<file path="config.mk">
export PLATFORM = sky130hd
export DESIGN_NAME = if_fetch_stage
export DESIGN_NICKNAME = d
export VERILOG_FILES = /design/src/rtl/if_fetch_stage.sv
export SDC_FILE = /design/constraint.sdc
export NUM_CORES = 1
export LEC_CHECK = 0
export ABC_AREA = 1
export ABC_CLOCK_PERIOD_IN_PS = 4300
export CORE_UTILIZATION = 52
export DETAILED_ROUTE_END_ITERATION = 16
export HOLD_SLACK_MARGIN = 0.02
export PLACE_DENSITY = 0.87
export SYNTH_ARGS = -nofsm -noshare
export SYNTH_HDL_FRONTEND = slang
export SYNTH_SLANG_ARGS = --single-unit
</file>
<file path="constraint.sdc">
create_clock -name Clk -period 4.3 [get_ports Clk]
set_clock_uncertainty 0.15 [all_clocks]
set_input_delay 0.86 -clock Clk [delete_from_list [all_inputs] [get_ports Clk]]
set_output_delay 0.86 -clock Clk [all_outputs]
set_load 0.1 [all_outputs]
</file>
<file path="src/rtl/if_fetch_stage.sv">
// ---------------------------------------------------------------------------
// if_fetch_stage
//   Instruction-fetch stage: program counter, next-PC selection, instruction
//   memory request handshake, a one-entry hold buffer for a word that arrives
//   while decode is stalled, and the IF/ID pipeline register.
//
// Ports
//   Clk               rising-edge clock
//   Rst               synchronous reset, active low
//   PCWrite           0 = PC must not advance (hazard unit)
//   IFIDWrite         0 = IF/ID register holds (hazard unit)
//   PCSrc             00 sequential, 01 branch, 10 jump, 11 jr (non-zero = redirect)
//   BranchTarget      redirect address for PCSrc=01
//   JumpTarget        redirect address for PCSrc=10
//   JRTarget          redirect address for PCSrc=11
//   IMemReq           fetch request valid
//   IMemAddr          fetch address
//   IMemReady         IMemData valid for the outstanding request
//   IMemData          returned instruction word
//   IFID_Instruction  IF/ID instruction word
//   IFID_PCPlus4      IF/ID PC+4 of that instruction
//   IFID_Valid        1 = real instruction, 0 = bubble
//   PC                current PC (debug)
// ---------------------------------------------------------------------------
module if_fetch_stage #(
    parameter logic [31:0] RESET_PC  = 32'h0000_0000,
    parameter logic [31:0] NOP_INSTR = 32'h0000_0000
) (
    input  logic        Clk,
    input  logic        Rst,
    input  logic        PCWrite,
    input  logic        IFIDWrite,
    input  logic [1:0]  PCSrc,
    input  logic [31:0] BranchTarget,
    input  logic [31:0] JumpTarget,
    input  logic [31:0] JRTarget,
    output logic        IMemReq,
    output logic [31:0] IMemAddr,
    input  logic        IMemReady,
    input  logic [31:0] IMemData,
    output logic [31:0] IFID_Instruction,
    output logic [31:0] IFID_PCPlus4,
    output logic        IFID_Valid,
    output logic [31:0] PC
);

    typedef enum logic [1:0] {
        ST_BOOT  = 2'b00,
        ST_FETCH = 2'b01,
        ST_HOLD  = 2'b10
    } state_t;

    state_t      state_r, state_s;
    logic [31:0] pc_r, pc_s;
    logic [31:0] buf_r, buf_s;
    logic [31:0] redir_pc_r, redir_pc_s;
    logic        drop_r, drop_s;
    logic [31:0] ifid_instr_r, ifid_instr_s;
    logic [31:0] ifid_pc4_r, ifid_pc4_s;
    logic        ifid_valid_r, ifid_valid_s;
    logic        imem_req_r;

    logic        redirect_s;
    logic [31:0] target_raw_s;
    logic [31:0] target_s;
    logic [31:0] pc_plus4_s;

    // Redirect target select; targets are word aligned so the low bits are cleared.
    always_comb begin
        redirect_s = (PCSrc != 2'b00);
        case (PCSrc)
            2'b01:   target_raw_s = BranchTarget;
            2'b10:   target_raw_s = JumpTarget;
            2'b11:   target_raw_s = JRTarget;
            default: target_raw_s = 32'h0000_0000;
        endcase
        target_s   = {target_raw_s[31:2], 2'b00};
        pc_plus4_s = pc_r + 32'd4;   // wraps modulo 2^32
    end

    // Next-state, next-PC and IF/ID update logic.
    always_comb begin
        state_s      = state_r;
        pc_s         = pc_r;
        buf_s        = buf_r;
        redir_pc_s   = redir_pc_r;
        drop_s       = drop_r;
        ifid_instr_s = ifid_instr_r;
        ifid_pc4_s   = ifid_pc4_r;
        ifid_valid_s = ifid_valid_r;

        case (state_r)
            ST_BOOT: begin
                state_s = ST_FETCH;
            end

            ST_FETCH: begin
                if (IMemReady) begin
                    if (redirect_s) begin
                        // A redirect on the return cycle beats everything; the word is stale.
                        pc_s         = target_s;
                        drop_s       = 1'b0;
                        ifid_instr_s = NOP_INSTR;
                        ifid_valid_s = 1'b0;
                    end else if (drop_r) begin
                        // Word belongs to a path already abandoned; resume at the saved target.
                        pc_s   = redir_pc_r;
                        drop_s = 1'b0;
                        if (IFIDWrite) begin
                            ifid_instr_s = NOP_INSTR;
                            ifid_valid_s = 1'b0;
                        end else begin
                            ifid_valid_s = ifid_valid_r;
                        end
                    end else if (IFIDWrite) begin
                        ifid_instr_s = IMemData;
                        ifid_pc4_s   = pc_plus4_s;
                        ifid_valid_s = 1'b1;
                        if (PCWrite) begin
                            pc_s = pc_plus4_s;
                        end else begin
                            pc_s = pc_r;
                        end
                    end else begin
                        // Decode is stalled: park the word until IF/ID can take it.
                        buf_s   = IMemData;
                        state_s = ST_HOLD;
                    end
                end else begin
                    if (redirect_s) begin
                        // Request still in flight; keep the address stable and discard its data later.
                        redir_pc_s   = target_s;
                        drop_s       = 1'b1;
                        ifid_instr_s = NOP_INSTR;
                        ifid_valid_s = 1'b0;
                    end else if (IFIDWrite) begin
                        ifid_instr_s = NOP_INSTR;
                        ifid_valid_s = 1'b0;
                    end else begin
                        ifid_valid_s = ifid_valid_r;
                    end
                end
            end

            ST_HOLD: begin
                if (redirect_s) begin
                    pc_s         = target_s;
                    ifid_instr_s = NOP_INSTR;
                    ifid_valid_s = 1'b0;
                    state_s      = ST_FETCH;
                end else if (IFIDWrite) begin
                    ifid_instr_s = buf_r;
                    ifid_pc4_s   = pc_plus4_s;
                    ifid_valid_s = 1'b1;
                    state_s      = ST_FETCH;
                    if (PCWrite) begin
                        pc_s = pc_plus4_s;
                    end else begin
                        pc_s = pc_r;
                    end
                end else begin
                    state_s = ST_HOLD;
                end
            end

            default: begin
                state_s = ST_BOOT;
            end
        endcase
    end

    // State and pipeline registers with synchronous active-low reset.
    always_ff @(posedge Clk) begin
        if (!Rst) begin
            state_r      <= ST_BOOT;
            pc_r         <= RESET_PC;
            buf_r        <= 32'h0000_0000;
            redir_pc_r   <= 32'h0000_0000;
            drop_r       <= 1'b0;
            ifid_instr_r <= NOP_INSTR;
            ifid_pc4_r   <= 32'h0000_0000;
            ifid_valid_r <= 1'b0;
            imem_req_r   <= 1'b0;
        end else begin
            state_r      <= state_s;
            pc_r         <= pc_s;
            buf_r        <= buf_s;
            redir_pc_r   <= redir_pc_s;
            drop_r       <= drop_s;
            ifid_instr_r <= ifid_instr_s;
            ifid_pc4_r   <= ifid_pc4_s;
            ifid_valid_r <= ifid_valid_s;
            // Request is raised exactly while the machine sits in FETCH.
            imem_req_r   <= (state_s == ST_FETCH);
        end
    end

    assign IMemReq          = imem_req_r;
    assign IMemAddr         = pc_r;
    assign IFID_Instruction = ifid_instr_r;
    assign IFID_PCPlus4     = ifid_pc4_r;
    assign IFID_Valid       = ifid_valid_r;
    assign PC               = pc_r;

endmodule
</file>
==> qor.txt, run 1 <==
PortBufs = 252
Cell count after synthesis = 1362
Distinct cells, synth = 40
Total gr overflow = 0
Num ports = 265
Status = finished clean
Power Density = 359.4 nW/µm²
Final Util = 0.7029
R2R setup slack = 1.00 ns
Clock sink count = 159
First-pass GRT wire length = 45.28 mm
H-tree depth = 4
Relative slew slack = 0.1566
CTS tree = yes
Slew @ Worst Pin = 1.265 ns
Final #Nets = 1673
Ys async rst share = 0
Max VDD drop = 0.3208 mV
DRT Wirelength = 28.10 mm
Critical-path maximum fanout = 33
Hold path start = redir_pc_r[17]
Reg2reg start = state_r[0]
Min cycle time layout = 3.414 ns
Fmax = 0.2929 GHz
Max-cap violations = 0
Startpoint Class = primary input
Unrepaired setup endpoints after global routing = false
Leakage power = 4.744 nW
Global Route Usage Sum = 0.3242
Share of cells above drive strength 1 = 0.04075
Routed vias = 9833
Critical path required time = 4.43 ns
Hpwl dp = 19.60 mm
Site Rows = 47
Root buf cell = clkbuf_16
Post-synth EDFFs = 0
Filler cells = 1319
Routed Antenna Nets = 0
Cts bufs inserted = 17
Area delta synth->final = 32.63%
Slew Limit Fails = 0
Met1 WL = 11.46 mm
CP Capture Type = flop
Die height = 131.8 µm
Final period utilization = 0.7940
Die W = 131.8 µm
Reg2reg path depth = 7
Ys flop type = dfxtp_1
Most frequent cells in the layout = nand2_1 (355), clkdlybuf4s50_1 (251), dfxtp_1 (159)
Highest metal used = met4
Setup Buffers After CTS = 0
WL met2 = 12.98 mm
Worst path arrival time = 3.55 ns
Leading cell type in the layout, fill and taps excluded = nand2_1
RR Endpoint = IMemAddr[22]
Clock Path Buffers = 2
Hold path cells = 2
First-pass iteration count of the detailed router = 8
ANT cells = 0
Final Hold Fails = 0
Initial DRC Count = 1058
Hold-fix buffer count after cts = 0
Hold Path Class = reg -> reg
# setup viols final = 0
Antenna violations before repair = 0
Worst setup path class = in -> reg
Crit path from = PCSrc[1]
Seq/Total Area, Yosys = 0.3635
Initial Util = 0.5299
DR vias/cell = 5.568
Die area = 17360 µm²
Vias in the first global route = 8905
Syn Std Cell Area = 8757 µm²
Reg clk slew, reported paths = 0.07 ns
YS warnings = 0
Gpl congestion = 0.9448
CTS resizes = 0
Post-synthesis register bit count = 159
Endpoint, Worst Hold = redir_pc_r[17]
Syn Area/Cell = 6.430 µm²
Post-route setup TNS = 0 ns
DR DRC count = 0
Clk Latency, worst-skew pair = 0.44 ns
WL/cell = 15.91 µm
Largest net degree at the start of global routing = 61
Core Footprint = 16520 µm²
Met3 WL = 2.982 mm
==> sequential cells by signal, summed over array words and instances, names as in the netlist <==
signal and cells:
IFID_Instruction 32, buf_r 32, IFID_PCPlus4 30, IMemAddr 30, redir_pc_r 30, state_r 2, IFID_Valid 1, IMemReq 1
drop_r 1
==> per-stage QoR <==
stage | cell area (µm²) | setup slack (ns) | power (mW) | hold WS [ns] | instances
2_1_floorplan | 8776 | 1.661 | 2.347 | 0.2806 | 1367
3_3_place_gp | 11020 | 0.5199 | 2.630 | 0.2910 | 1734
3_5_place_dp | 11020 | 0.4721 | 2.647 | 0.2947 | 1734
4_1_cts | 11610 | 0.8995 | 4.164 | 0.3056 | 1766
5_1_grt | 11610 | 0.7036 | 4.306 | 0.3266 | 1766
6_report | 11610 | 0.8857 | 4.175 | 0.3088 | 1766
==> worst max path at each step <==
stage | cells past startpoint | end | slack [ns]
final | 11 | IFID_Instruction[12] | 0.89
after global routing | 11 | IFID_Instruction[11] | 0.70
after CTS | 11 | IFID_Instruction[12] | 0.90
after detailed placement | 11 | IFID_Instruction[12] | 0.47
after global placement | 11 | IFID_Instruction[27] | 0.52
after floorplan | 12 | IMemAddr[22] | 1.66
==> final cells by class <==
cell class | instances | area (µm²) | share of cell area
sequential | 159 | 3183 | 0.2740
clock inverter | 13 | 153.9 | 0.01325
clock buffer | 19 | 442.9 | 0.03813
multi-input combinational | 966 | 4486 | 0.3862
tap | 220 | 275.3 | 0.02370
timing repair buffer | 263 | 2600 | 0.2238
inverter | 126 | 474.2 | 0.04083
==> power by group <==
part,switching [mW],internal (mW),total [mW]
registers,0.0713,1.53,1.60
clock network,0.660,0.884,1.54
logic,0.729,0.299,1.03
==> worst max-delay path: stages <==
cell	delay, ns
clkdlybuf4s50_1	0.63
nor2_4	0.13
nand2_4	0.13
clkinv_2	0.23
nand2_1	0.19
nor2_2	0.07
nor2_4	0.68
o31ai_4	0.15
buf_4	0.29
nand2_1	0.11
a21oi_1	0.06
==> cell usage after synthesis, types with 2 or more instances <==
cell type | instances | area, µm²
buf_6 | 5 | 56.30
nor2_2 | 4 | 25.02
nor2_4 | 3 | 33.78
inv_1 | 117 | 439.2
a211oi_1 | 8 | 60.06
a221oi_1 | 3 | 26.28
a21oi_1 | 110 | 550.5
o21bai_1 | 4 | 30.03
buf_2 | 22 | 110.1
dfxtp_1 | 159 | 3183
o22ai_1 | 2 | 12.51
o31ai_1 | 3 | 22.52
a31oi_1 | 5 | 31.28
clkinv_1 | 2 | 7.510
o221ai_1 | 2 | 17.52
o21ai_0 | 134 | 670.6
inv_2 | 6 | 22.52
nor2_1 | 144 | 540.5
ha_1 | 5 | 62.56
clkbuf_1 | 46 | 172.7
buf_4 | 37 | 277.8
o211ai_1 | 21 | 157.7
a22o_1 | 5 | 43.79
nand2_1 | 355 | 1333
o21ai_1 | 3 | 15.01
xnor2_1 | 4 | 35.03
and2_1 | 5 | 31.28
nand3b_1 | 2 | 15.01
xor2_1 | 4 | 35.03
nand3_1 | 126 | 630.6
buf_1 | 6 | 22.52
nand4_1 | 2 | 12.51
==> logic make-up after synthesis <==
group,synth area share
AO/OA/AOI/OAI,0.1926
XOR/XNOR,0.008000
adder cells (fa/ha/maj),0.007144
buffers and inverters,0.1272
flip-flops,0.3635
other,0.0004282
AND/OR/NAND/NOR,0.3012
==> layer usage <==
metal,vias up,global-route usage
met1,4445,0.4377
li1,4724,-
met3,61,0.06959
met5,-,0
met4,0,0.1092
met2,603,0.5135
No activity file was read; power rests on OpenSTA's default activity.
==> run 2: changes to the inputs <==
--- a/config.mk
+++ b/config.mk
@@ -6,11 +6,11 @@
 export NUM_CORES = 1
 export LEC_CHECK = 0
 export ABC_AREA = 1
-export ABC_CLOCK_PERIOD_IN_PS = 4300
-export CORE_UTILIZATION = 52
+export ABC_CLOCK_PERIOD_IN_PS = 3500
+export CORE_UTILIZATION = 48
 export DETAILED_ROUTE_END_ITERATION = 16
 export HOLD_SLACK_MARGIN = 0.02
-export PLACE_DENSITY = 0.87
+export PLACE_DENSITY = 0.82
 export SYNTH_ARGS = -nofsm -noshare
 export SYNTH_HDL_FRONTEND = slang
 export SYNTH_SLANG_ARGS = --single-unit
==> constraint.sdc (replaced) <==
create_clock -name Clk -period 3.5 [get_ports Clk]
set_clock_uncertainty 0.15 [all_clocks]
set_input_delay 0.7 -clock Clk [delete_from_list [all_inputs] [get_ports Clk]]
set_output_delay 0.7 -clock Clk [all_outputs]
set_load 0.1 [all_outputs]
==> qor.txt, run 2 (synthesis results as in run 1) <==
Site Rows = 49 (was 47)
Finished layout cell area = 11380 µm² (was 11610 µm²)
Met3 WL = 2.694 mm (was 2.982 mm)
Global Route Usage Sum = 0.2935 (was 0.3242)
Slew @ Worst Pin = 1.017 ns (was 1.265 ns)
Routed Antenna Nets = 0 (unchanged)
Vias in the first global route = 8658 (was 8905)
Core Footprint = 17900 µm² (was 16520 µm²)
Min cycle time layout = 3.096 ns
Filler cells = 1637 (was 1319)
Power Density = 445.0 nW/µm² (was 359.4 nW/µm²)
Placed cell area = 10800 µm² (was 11020 µm²)
Slew Limit Fails = 0 (unchanged)
Worst path cell trace = inv_1, ha_1, inv_1, nand2_1, clkinv_1, nand2_1, nand2_1, o21bai_1, nand3_1, a21oi_1 (was clkdlybuf4s50_1, nor2_4, nand2_4, clkinv_2, nand2_1, nor2_2, nor2_4, o31ai_4, buf_4, nand2_1, a21oi_1)
Initial DRC Count = 838 (was 1058)
Relative slew slack = 0.3220 (was 0.1566)
Status = finished clean (unchanged)
Highest metal used = met4 (unchanged)
Die W = 137.1 µm (was 131.8 µm)
# setup viols final = 0 (unchanged)
Clock sink count = 159 (unchanged)
Initial Util = 0.4892 (was 0.5299)
Max incr delay on CP = 0.72 ns (was 0.68 ns)
DR DRC count = 0 (unchanged)
Hpwl dp = 19.62 mm (was 19.60 mm)
H-tree depth = 4 (unchanged)
Leading cell type in the layout, fill and taps excluded = nand2_1 (unchanged)
Antenna violations before repair = 0 (unchanged)
WL/cell = 15.59 µm (was 15.91 µm)
PortBufs = 252 (unchanged)
Final period utilization = 0.8847
Num ports = 265 (unchanged)
Root buf cell = clkbuf_16 (unchanged)
Max-cap violations = 0 (unchanged)
Final Hold Fails = 0 (unchanged)
Leakage power = 5.031 nW (was 4.744 nW)
Hold-fix buffer count after cts = 0 (unchanged)
Met1 WL = 11.97 mm (was 11.46 mm)
Die area = 18790 µm² (was 17360 µm²)
Die height = 137.1 µm (was 131.8 µm)
Most used cell, CP = nand2_1
Fmax = 0.3229 GHz
Unrepaired setup endpoints after global routing = false (unchanged)
Clock Path Buffers = 2 (unchanged)
Reg clk slew, reported paths = 0.07 ns (about the same)
Worst path arrival time = 3.24 ns (was 3.55 ns)
ANT cells = 0 (unchanged)
First-pass GRT wire length = 42.86 mm (was 45.28 mm)
Worst setup path class = reg -> reg (was in -> reg)
Most frequent cells in the layout = nand2_1 (355), dfxtp_1 (159), nor2_1 (143), buf_4 (143), o21ai_0 (134) (was nand2_1 (355), clkdlybuf4s50_1 (251), dfxtp_1 (159))
CTS resizes = 0 (unchanged)
Cts bufs inserted = 17 (unchanged)
Critical-path maximum fanout = 23 (was 33)
Startpoint Class = flop (was primary input)
Total gr overflow = 0 (unchanged)
WL met2 = 12.64 mm (was 12.98 mm)
Slowest CP cell = clkinv_1 (was nor2_4)
Gpl congestion = 0.9539 (was 0.9448)
Largest net degree at the start of global routing = 104 (was 61)
Final Util = 0.6359 (was 0.7029)
Final #Nets = 1682 (was 1673)
DRT Wirelength = 27.82 mm (was 28.10 mm)
Clk Latency, worst-skew pair = 0.44 ns (about the same)
Setup Buffers After CTS = 0 (unchanged)
Area delta synth->final = 30.00% (was 32.63%)
Hold Path Class = reg -> reg (unchanged)
Post-route setup TNS = 0 ns (unchanged)
CP Capture Type = flop (unchanged)
Share of cells above drive strength 1 = 0.1267 (was 0.04075)
DR vias/cell = 5.433 (was 5.568)
Critical path required time = 3.64 ns (was 4.43 ns)
Routed vias = 9693 (was 9833)
First-pass iteration count of the detailed router = 7 (was 8)
Max VDD drop = 0.3836 mV (was 0.3208 mV)
CTS tree = yes (unchanged)
==> run 2: changes by cell type in the layout (fill, tap and decap cells not counted), sizes merged <==
cell / before / now
clkinvlp: 3 / 1
clkdlybuf4s50: 251 / 127
inv: 128 / 134
buf: 12 / 145
clkbuf: 19 / 17
bufinv: 2 / 0
==> run 2: final timing paths <==
kind             startpoint              to  slack, ns  cells after the start
max              state_r[0]     IMemAddr[8]       0.40                     10
min          redir_pc_r[11]  redir_pc_r[11]       0.31                      2
max reg2reg      state_r[0]     IMemAddr[8]       0.40                     10
min reg2reg  redir_pc_r[11]  redir_pc_r[11]       0.31                      2
==> run 2: final cells by class <==
class | instances | area [µm²] | share of cell area
well taps | 229 | 286.5 | 0.02517
flip-flops and latches | 159 | 3183 | 0.2796
multi-input cells | 966 | 4486 | 0.3940
inverters | 126 | 474.2 | 0.04165
repair buffers | 272 | 2370 | 0.2082
clock buffers | 17 | 425.4 | 0.03737
clock inverters | 15 | 160.2 | 0.01407
==> run 2: worst max-delay path: cells and delay by family (launching register included) <==
family | cells | cell delay (ns)
adder cells (fa/ha/maj) | 1 | 0.16
buffers and inverters | 3 | 1.02
AO/OA/AOI/OAI | 2 | 0.25
AND/OR/NAND/NOR | 4 | 1.01
flip-flops | 1 | 0.35
==> run 2: power breakdown <==
| part | switching (mW) | internal, mW | leakage, nW |
|---|---|---|---|
| Clock | 0.894 | 0.960 | 0.286 |
| Combinational | 0.893 | 0.352 | 3.45 |
| Sequential | 0.0866 | 1.88 | 1.29 |
| Total | 1.87 | 3.19 | 5.03 |
==> run 2: layer usage <==
layer / GRT usage / up-vias
met5: 0 / -
met4: 0.08974 / 0
met3: 0.06593 / 41
met2: 0.4644 / 484
met1: 0.3954 / 4425
li1: - / 4743
==> run 2: through the flow <==
step | setup slack (ns) | hold slack [ns] | std cells | power [mW]
floorplan | 0.8615 | 0.2806 | 1367 | 2.884
global route | 0.1139 | 0.3340 | 1784 | 5.234
CTS | 0.4648 | 0.3113 | 1784 | 5.075
global placement | 0.3205 | 0.2912 | 1752 | 3.220
finish | 0.4035 | 0.3102 | 1784 | 5.066
detailed placement | 0.2449 | 0.3015 | 1752 | 3.238
